## src/rtl/seq_divider_pkg.sv

```systemverilog
`default_nettype none
// ============================================================================
//  Module   : seq_divider_pkg
//  Purpose  : Shared state encoding and sign helper for the sequential divider
//  Revision : 1.0  initial release
// ============================================================================
package seq_divider_pkg;

    typedef enum logic [1:0] {
        IDLE = 2'd0,
        CALC = 2'd1,
        FIX  = 2'd2,
        DONE = 2'd3
    } state_t;

    // Widest operand the sign helper supports; callers truncate the result.
    localparam int c_max_width = 64;

    function automatic logic [c_max_width-1:0] neg_if(
        input logic                   en,
        input logic [c_max_width-1:0] v
    );
        return en ? (~v + {{(c_max_width-1){1'b0}}, 1'b1}) : v;
    endfunction

endpackage
`default_nettype wire

```

## src/rtl/seq_divider_step.sv

```systemverilog
`default_nettype none
// ============================================================================
//  Module   : seq_divider_step
//  Purpose  : One combinational restoring-division step (shift, trial subtract)
//  Revision : 1.0  initial release
// ============================================================================
module seq_divider_step
    import seq_divider_pkg::*;
#(
    parameter int WIDTH = 32
) (
    input  logic [WIDTH-1:0] rem_in,
    input  logic             dvd_bit,
    input  logic [WIDTH-1:0] divisor,
    output logic [WIDTH-1:0] rem_out,
    output logic             q_bit
);

    logic [WIDTH:0] w_shift;
    logic [WIDTH:0] w_diff;

    // rem_in < divisor always holds, so the trial difference lies in
    // [-divisor, divisor) and its top bit is exactly the borrow.
    always_comb begin
        w_shift = {rem_in, dvd_bit};
        w_diff  = w_shift - {1'b0, divisor};
        q_bit   = ~w_diff[WIDTH];
        rem_out = q_bit ? w_diff[WIDTH-1:0] : w_shift[WIDTH-1:0];
    end

endmodule
`default_nettype wire

```

## src/rtl/seq_divider.sv

```systemverilog
`default_nettype none
// ============================================================================
//  Module   : seq_divider
//  Purpose  : Iterative restoring divider, STEPS quotient bits per clock,
//             signed/unsigned, divide-by-zero and overflow flags, handshakes
//  Revision : 1.0  initial release
// ============================================================================
module seq_divider
    import seq_divider_pkg::*;
#(
    parameter int WIDTH = 32,
    parameter int STEPS = 1
) (
    input  logic             clk,
    input  logic             reset,
    input  logic             in_valid,
    output logic             in_ready,
    input  logic             is_signed,
    input  logic [WIDTH-1:0] Dividend,
    input  logic [WIDTH-1:0] Divisor,
    output logic             out_valid,
    input  logic             out_ready,
    output logic [WIDTH-1:0] Quotient,
    output logic [WIDTH-1:0] Remainder,
    output logic             div_by_zero,
    output logic             overflow
);

    localparam int             c_n     = WIDTH / STEPS;
    localparam int             c_cnt_w = $clog2(c_n) + 1;
    localparam logic [WIDTH-1:0] c_min = {1'b1, {(WIDTH-1){1'b0}}};

    state_t             r_state;
    state_t             w_state_nxt;
    state_t             w_start_state;

    logic [WIDTH-1:0]   r_dvd;      // |dividend| shifting out, quotient shifting in
    logic [WIDTH-1:0]   r_dvs;
    logic [WIDTH-1:0]   r_rem;
    logic               r_dvd_neg;
    logic               r_dvs_neg;
    logic               r_dbz;
    logic               r_ovf;
    logic [c_cnt_w-1:0] r_cnt;

    logic               w_accept;
    logic               w_dvd_neg;
    logic               w_dvs_neg;
    logic [WIDTH-1:0]   w_dvd_abs;
    logic [WIDTH-1:0]   w_dvs_abs;
    logic               w_ovf;
    logic [WIDTH-1:0]   w_dvd_shift;
    logic [WIDTH-1:0]   w_quo_fix;
    logic [WIDTH-1:0]   w_rem_fix;
    logic [WIDTH-1:0]   w_dvd_fix;

    logic [WIDTH-1:0]   w_rem [0:STEPS];
    logic [STEPS-1:0]   w_qbits;

    // ------------------------------------------------------------------
    // Handshake and operand preparation
    // ------------------------------------------------------------------
    assign in_ready  = (r_state == IDLE) || ((r_state == DONE) && out_ready);
    assign out_valid = (r_state == DONE);
    assign w_accept  = in_valid && in_ready;

    assign w_dvd_neg = is_signed && Dividend[WIDTH-1];
    assign w_dvs_neg = is_signed && Divisor[WIDTH-1];
    assign w_dvd_abs = WIDTH'(neg_if(w_dvd_neg, c_max_width'(Dividend)));
    assign w_dvs_abs = WIDTH'(neg_if(w_dvs_neg, c_max_width'(Divisor)));
    assign w_ovf     = is_signed && (Dividend == c_min) && (&Divisor);

    assign w_start_state = (Divisor == '0) ? FIX : CALC;

    // ------------------------------------------------------------------
    // Step chain: stage k consumes the k-th dividend bit from the MSB
    // ------------------------------------------------------------------
    assign w_rem[0] = r_rem;

    generate
        for (genvar k = 0; k < STEPS; k++) begin : g_step
            seq_divider_step #(
                .WIDTH(WIDTH)
            ) u_step (
                .rem_in (w_rem[k]),
                .dvd_bit(r_dvd[WIDTH-1-k]),
                .divisor(r_dvs),
                .rem_out(w_rem[k+1]),
                .q_bit  (w_qbits[STEPS-1-k])
            );
        end
    endgenerate

    assign w_dvd_shift = (r_dvd << STEPS) | WIDTH'(w_qbits);

    // ------------------------------------------------------------------
    // Sign fix-up; on divide-by-zero r_dvd is untouched so re-negating it
    // reproduces the original dividend.
    // ------------------------------------------------------------------
    assign w_dvd_fix = WIDTH'(neg_if(r_dvd_neg, c_max_width'(r_dvd)));
    assign w_quo_fix = r_dbz ? '1
                             : WIDTH'(neg_if(r_dvd_neg ^ r_dvs_neg, c_max_width'(r_dvd)));
    assign w_rem_fix = r_dbz ? w_dvd_fix
                             : WIDTH'(neg_if(r_dvd_neg, c_max_width'(r_rem)));

    // ------------------------------------------------------------------
    // FSM
    // ------------------------------------------------------------------
    always_comb begin
        w_state_nxt = r_state;
        case (r_state)
            IDLE: if (w_accept) w_state_nxt = w_start_state;
            CALC: if (r_cnt == c_cnt_w'(1)) w_state_nxt = FIX;
            FIX:  w_state_nxt = DONE;
            DONE: begin
                if (out_ready) w_state_nxt = w_accept ? w_start_state : IDLE;
            end
            default: w_state_nxt = IDLE;
        endcase
    end

    always_ff @(posedge clk) begin
        if (reset) begin
            r_state     <= IDLE;
            r_dvd       <= '0;
            r_dvs       <= '0;
            r_rem       <= '0;
            r_dvd_neg   <= 1'b0;
            r_dvs_neg   <= 1'b0;
            r_dbz       <= 1'b0;
            r_ovf       <= 1'b0;
            r_cnt       <= '0;
            Quotient    <= '0;
            Remainder   <= '0;
            div_by_zero <= 1'b0;
            overflow    <= 1'b0;
        end else begin
            r_state <= w_state_nxt;

            if (w_accept) begin
                r_dvd     <= w_dvd_abs;
                r_dvs     <= w_dvs_abs;
                r_rem     <= '0;
                r_dvd_neg <= w_dvd_neg;
                r_dvs_neg <= w_dvs_neg;
                r_dbz     <= (Divisor == '0);
                r_ovf     <= w_ovf;
                r_cnt     <= c_cnt_w'(c_n);
            end else if (r_state == CALC) begin
                r_dvd <= w_dvd_shift;
                r_rem <= w_rem[STEPS];
                r_cnt <= r_cnt - c_cnt_w'(1);
            end

            if (r_state == FIX) begin
                Quotient    <= w_quo_fix;
                Remainder   <= w_rem_fix;
                div_by_zero <= r_dbz;
                overflow    <= r_ovf;
            end
        end
    end

endmodule
`default_nettype wire

```

## config.mk

```make
export PLATFORM = sky130hd
export DESIGN_NAME = seq_divider
export DESIGN_NICKNAME = d
export VERILOG_FILES = /design/src/rtl/seq_divider_pkg.sv /design/src/rtl/seq_divider_step.sv /design/src/rtl/seq_divider.sv
export SDC_FILE = /design/constraint.sdc
export NUM_CORES = 1
export LEC_CHECK = 0
export CORE_AREA = 2 2 177 179
export DETAILED_ROUTE_END_ITERATION = 16
export DIE_AREA = 0 0 179 181
export HOLD_SLACK_MARGIN = 0.02
export SETUP_SLACK_MARGIN = 0.15
export SYNTH_ARGS = -nofsm -noshare
export SYNTH_HDL_FRONTEND = slang
export SYNTH_SLANG_ARGS = --single-unit
```

## constraint.sdc

```tcl
create_clock -name clk -period 5.85 [get_ports clk]
set_input_delay 0.8775 -clock clk [delete_from_list [all_inputs] [get_ports clk]]
set_output_delay 0.8775 -clock clk [all_outputs]
set_load 0.05 [all_outputs]
```

==> After elaboration in Yosys (flattened, before gate mapping) <==
Cells that the tools add are included.
{ "classes": {"muxes": 18, "n_reduce_logical": 13, "bitwise_logic": 7, "n_eq_ne": 8, "add_sub_neg": 6} }
{ "op_table": {"columns": ["operator", "count"], "rows": [
  ["$mux 32", 10],
  ["$add 32x1->32 const B", 4],
  ["$not 32->32", 4],
  ["$sub 33x32->33", 1],
  ["$eq 32x32->1 const B", 1],
  ["$logic_not 32->1", 1],
  ["$or 32x1->32", 1],
  ["$reduce_and 32->1", 1],
  ["$mux 6", 2],
  ["$mux 2", 5],
  ["$pmux 2 s4", 1],
  ["$eq 6x1->1 const B", 1],
  ["$logic_and 1x1->1", 6],
  ["$sub 6x1->6 const B", 1],
  ["$eq 2x2->1 const B", 2],
  ["$ne 2x2->1 const B", 2],
  ["$reduce_and 3->1", 1],
  ["$eq 2x1->1 const B", 1],
  ["$logic_not 2->1", 1],
  ["$ne 2x1->1 const B", 1],
  ["$reduce_bool 2->1", 1],
  ["$reduce_or 2->1", 1],
  ["$logic_or 1x1->1", 1],
  ["$not 1->1", 1],
  ["$xor 1x1->1", 1]
]} }
{ "word_totals": {"wordCells": 66, "input_bits": 69, "out_inout_bits": 68, "ff_bits": 174} }

==> Longest topological paths before layout <==
{ "logic_depth": {"ltp_word": 7, "ltp_mapped": 14, "mapped_depth_nobuf": 13} }

==> Hierarchy <==
A second synthesis with hierarchy kept.
{ "unflattened": {"cells_unflattened": 1590, "area_unflattened_um2": 12289.3} }
{ "modules_own_cells": {"columns": ["mod", "area_each_um2", "cells_each", "instances", "seq_area_each_um2"], "rows": [
  ["seq_divider", 9930.8, 1285, 1, 3483.3],
  ["seq_divider_step", 2358.5, 305, 1, 0.0]
]} }

==> Worst setup path after synthesis <==
OpenSTA, ideal clock, no wires.
{ "synth_timing": {"path_kind": "input to register", "start": "in Divisor[5]", "end": "reg r_state[1]", "setup_ns": 0.095, "t_arrival_ns": 3.158, "slack_ns": 2.597, "t_required_ns": 5.755, "path_stages": 10, "cell_sequence": "or4_1 or3_1 nor3_2 nand2_1 nor3_2 and3b_1 nand2_1 nand3_1 o21ai_0 a221oi_1"} }
{ "synth_via": {"elab_chain_cells": 5, "elab_cells_between_ends": 6} }
{ "synth_rtl": {"columns": ["item", "line_no", "rtl"], "rows": [
  ["start, declared", "seq_divider.sv:20", "input logic [WIDTH-1:0] Divisor,"],
  ["$logic_not 32->1 *", "seq_divider.sv:73", "assign w_start_state = (Divisor == '0) ? FIX : CALC;"],
  ["$mux 2 *", "seq_divider.sv:73", null],
  ["$mux 2 (2 in series)", "seq_divider.sv:116", "if (out_ready) w_state_nxt = w_accept ? w_start_state : IDLE;"],
  ["$pmux 2 s4 *", "seq_divider.sv:111", "case (r_state)"],
  ["end signal, assigned", "seq_divider.sv:138", "r_state <= w_state_nxt;"],
  ["end, declared", "seq_divider.sv:33", "state_t r_state;"]
]} }
Every way passes the cells marked *; elsewhere a longest branch is shown, timed or not. The select of a mux whose other input is x is not followed.
A chain may end at the register's enable or synchronous reset.

==> Worst setup path in the final report <==
{ "layout_timing": {"start": "reg r_dvd[31]", "end": "reg r_rem[17]"} }
{ "layout_via": {"elab_chain_cells": 2} }
{ "layout_rtl": {"columns": ["item", "line_no", "rtl"], "rows": [
  ["start, declared", "seq_divider.sv:37", "logic [WIDTH-1:0] r_dvd;"],
  ["start signal, assigned", "seq_divider.sv:141", "r_dvd <= w_dvd_abs;"],
  ["start signal, assigned", "seq_divider.sv:150", "r_dvd <= w_dvd_shift;"],
  ["$sub 33x32->33", "seq_divider_step.sv:26", "w_diff = w_shift - {1'b0, divisor};"],
  ["$mux 32", "seq_divider_step.sv:28", "rem_out = q_bit ? w_diff[WIDTH-1:0] : w_shift[WIDTH-1:0];"],
  ["end signal, assigned", "seq_divider.sv:151", "r_rem <= w_rem[STEPS];"],
  ["end, declared", "seq_divider.sv:39", "logic [WIDTH-1:0] r_rem;"]
]} }
No other way between the ends.

==> impl_metrics.env <==
export IMPL_synth_avg_cell_area_um2=7.363
export IMPL_dieArea_mm2=0.03240
export IMPL_crit_path_top_delay_cell="xor2_2"
export IMPL_tightest_slew_ns=1.203
export IMPL_peakVddDrop_mv=0.2249
export IMPL_setup_viol_count_final=0
export IMPL_insertion_delay_ns=0.44
export IMPL_r2r_cells=13
export IMPL_leakagePower_nw=4.921
export IMPL_areaGrowthSynthToFinish_pct=17.71
export IMPL_synth_warnings=0
export IMPL_core_area_mm2=0.03035
export IMPL_max_freq_mhz=238.1
export IMPL_critical_path_arrival_ns=4.54
export IMPL_avgRoutedWirePerCell_um=17.34
export IMPL_synthCells=1602
export IMPL_r2r_end="r_rem[17]"
export IMPL_post_cts_resized=0
export IMPL_power_density_mw_per_mm2=298.2
export IMPL_syn_area_mm2=0.01180
export IMPL_place_area_mm2=0.01330
export IMPL_antenna_found_initial=0
export IMPL_postCtsSetupRepairBufs=0
export IMPL_r2r_slack_ns=1.65
export IMPL_numCtsBuffers=17
export IMPL_viasPerCell=5.533
export IMPL_cts_tree="yes"
export IMPL_cts_max_path_buffers=2
export IMPL_min_from="r_dvs[15]"
export IMPL_start_util_pct=38.87
export IMPL_hold_depth=2
export IMPL_synth_edff_count=0
export IMPL_fin_setup_tns_ns=0
export IMPL_p_sw_mw=1.652
export IMPL_outcome="completed"
export IMPL_drive_gt1_share_pct=4.277
export IMPL_critPathLaunchType="flop"
export IMPL_cap_viol_max_count=0
export IMPL_required_ns=6.19
export IMPL_hold_violations=0
export IMPL_clock_skew_ns=0.01696
export IMPL_final_cell_area_mm2=0.01389
export IMPL_synthFlopType="dfxtp_1"
export IMPL_grt_max_degree=95
export IMPL_fin_crit_ns=4.201
export IMPL_async_flop_share_pct=0
export IMPL_drc=0
export IMPL_hold_ws_ns=0.4518
export IMPL_seq_area_frac_synth_pct=29.53
export IMPL_synth_seq_cells=174
export IMPL_clkPwrFrac_pct=28.1
export IMPL_hold_buffers=0
export IMPL_path_cells="inv_1 > ha_1 > fa_1 > nand2b_1 > a21o_1 > a31oi_1 > o21ai_0 > a21oi_1 > o221ai_1 > xor2_2 > buf_4 > nand2_1 > a311oi_1"
export IMPL_r2r_start="r_dvd[31]"
export IMPL_intPower_mw=2.489
export IMPL_diodes=0
export IMPL_fin_cells=2056
export IMPL_clockRootBuffer="clkbuf_16"
export IMPL_clock_sinks=174
export IMPL_sequentialPowerShare_pct=34.4
export IMPL_endpoint_kind="flop"
export IMPL_hpwl_um=27140
export IMPL_p_comb_share_pct=37.5
export IMPL_ant_nets=0
export IMPL_synth_nets=1711
export IMPL_gp_congestion=0.8932
export IMPL_switching_share_pct=39.89
export IMPL_drtIter0Drc=909
export IMPL_firstDrtPassIters=5
export IMPL_die_y_um=181
export IMPL_die_w_um=179
export IMPL_htreeDepth=4
export IMPL_synth_cell_types=67
export IMPL_grt_pass1_wl_um=57300
export IMPL_report_final_slew_viol_count=0
export IMPL_crit_fanout=25
export IMPL_maxSlewHeadroom_pct=19.73
export IMPL_grt_pass1_vias=10460
export IMPL_rsz0062_at_grt="no"
export IMPL_num_vias=11380
export IMPL_worstSetupPathType="flop to flop"
export IMPL_rows=64
export IMPL_worstHoldPathType="flop to flop"
export IMPL_min_to="r_dvs[15]"
export IMPL_io_buffers=136
export IMPL_slowest_delay_ns=0.97
export IMPL_grt_usage_pct=22.17
export IMPL_dp_cells=2024
export IMPL_overflow=0
export IMPL_drt_wl_total_um=35650
export IMPL_fin_nets=1756
export IMPL_fin_crit_sh_pct=71.81
export IMPL_pin_count=137
export IMPL_clkTransAtPathRegs_ns=0.07
-- layout make-up --
cell class | count | area, um^2
Timing Repair Buffer | 148 | 1449
Clock buffer | 19 | 442.9
Inverter | 59 | 221.5
Clock inverter | 13 | 143.9
Multi-Input combinational cell | 1247 | 7647
Sequential cell | 174 | 3486
Tap cell | 396 | 495.5
Fill cell | 3081 | 16460
-- kinds of logic after synthesis --
logic type / count (synthesis) / share of synthesized area, %
buffers and inverters: 181 / 5.993
XOR/XNOR: 167 / 12.40
AO/OA/AOI/OAI: 455 / 24.79
multiplexers: 6 / 0.6364
flip-flops: 174 / 29.53
AND/OR/NAND/NOR: 579 / 22.35
adder cells (fa/ha/maj): 40 / 4.306
-- worst max-delay path: cells and delay by family (launching register included) --
family,cells,cell delay [ns]
AO/OA/AOI/OAI,6,1.45
XOR/XNOR,1,0.97
adder cells (fa/ha/maj),2,0.61
buffers and inverters,2,0.42
flip-flops,1,0.39
AND/OR/NAND/NOR,2,0.26
-- worst max-delay path by stage --
stage,from,end,slack [ns],cells past startpoint
final,r_dvd[31],r_rem[17],1.65,13
after floorplan,Divisor[5],r_state[1],2.60,10
after global placement,Divisor[4],r_state[1],1.69,11
after CTS,r_dvd[31],r_rem[17],1.69,13
after global routing,r_dvd[31],r_rem[9],1.34,13
after detailed placement,Divisor[4],r_state[1],1.63,11
-- synth_stat cells, drive strengths merged (17+ instances only) --
master | instances | area [um^2]
nor3 | 62 | 331.6
nand4 | 19 | 118.9
inv | 59 | 221.5
xnor2 | 88 | 770.7
a21oi | 150 | 750.7
a22oi | 25 | 187.7
nand2 | 188 | 705.7
nor4 | 17 | 121.4
o21ai | 75 | 375.4
ha | 39 | 488.0
a311oi | 22 | 192.7
nor2 | 206 | 773.2
clkbuf | 109 | 409.1
o31ai | 29 | 231.5
dfxtp | 174 | 3483
a211oi | 78 | 585.6
xor2 | 79 | 691.9
-- registers in the layout, indices dropped and copies added (netlist names) --
name and count:
Quotient 32, Remainder 32, r_dvd 32, r_dvs 32, r_rem 32, r_cnt 6, r_state 2, div_by_zero 1
overflow 1, r_dbz 1, r_dvd_neg 1, r_dvs_neg 1, r_ovf 1
-- per-layer routing --
layer,GRT usage (%),vias to the layer above,share of wire [%]
li1,-,5761,-
met1,33.99,5231,51
met2,32.15,350,42
met3,2.609,33,5.4
met4,6.309,0,1.9
met5,0,-,0
-- power by group through the flow --
stage | clock (mW) | combinational [mW] | sequential (mW)
global route | 1.24 | 1.72 | 1.44
CTS | 1.19 | 1.54 | 1.42
finish | 1.16 | 1.55 | 1.43
detailed placement | 0 | 1.54 | 1.45
global placement | 0 | 1.53 | 1.44
floorplan | 0 | 1.11 | 1.44
-- stage by stage --
stage	setup WS [ns]	power, mW	util, %
finish	1.649	4.140	45.75
global placement	1.691	2.978	43.82
CTS	1.693	4.149	45.75
global route	1.343	4.399	45.75
floorplan	2.597	2.549	-
detailed placement	1.626	2.984	43.82
-- cells in the final DEF (no fill, tap or decap), drive strengths merged, types with 4 or more instances in the layout --
cell	Yosys	final
nand2	188	188
buf	12	13
nor3	62	62
o211ai	13	13
or3	15	15
or4	6	6
a22oi	25	25
xnor2	88	88
nand2b	11	11
o21bai	4	4
xor2	79	79
a21o	11	11
and3	6	6
o2111ai	4	4
nor2	206	206
a211oi	78	78
o41ai	10	10
a311oi	22	22
o21ai	75	75
nor2b	11	11
inv	59	67
a31oi	10	10
clkdlybuf4s50	0	135
nand4	19	19
nor4	17	17
ha	39	39
nor3b	4	4
o31ai	29	29
clkbuf	109	19
dfxtp	174	174
a21oi	150	150
nand3b	5	5
and2	8	8
a221oi	7	7
nand3	12	12
Power figures use the tool's default switching activity.
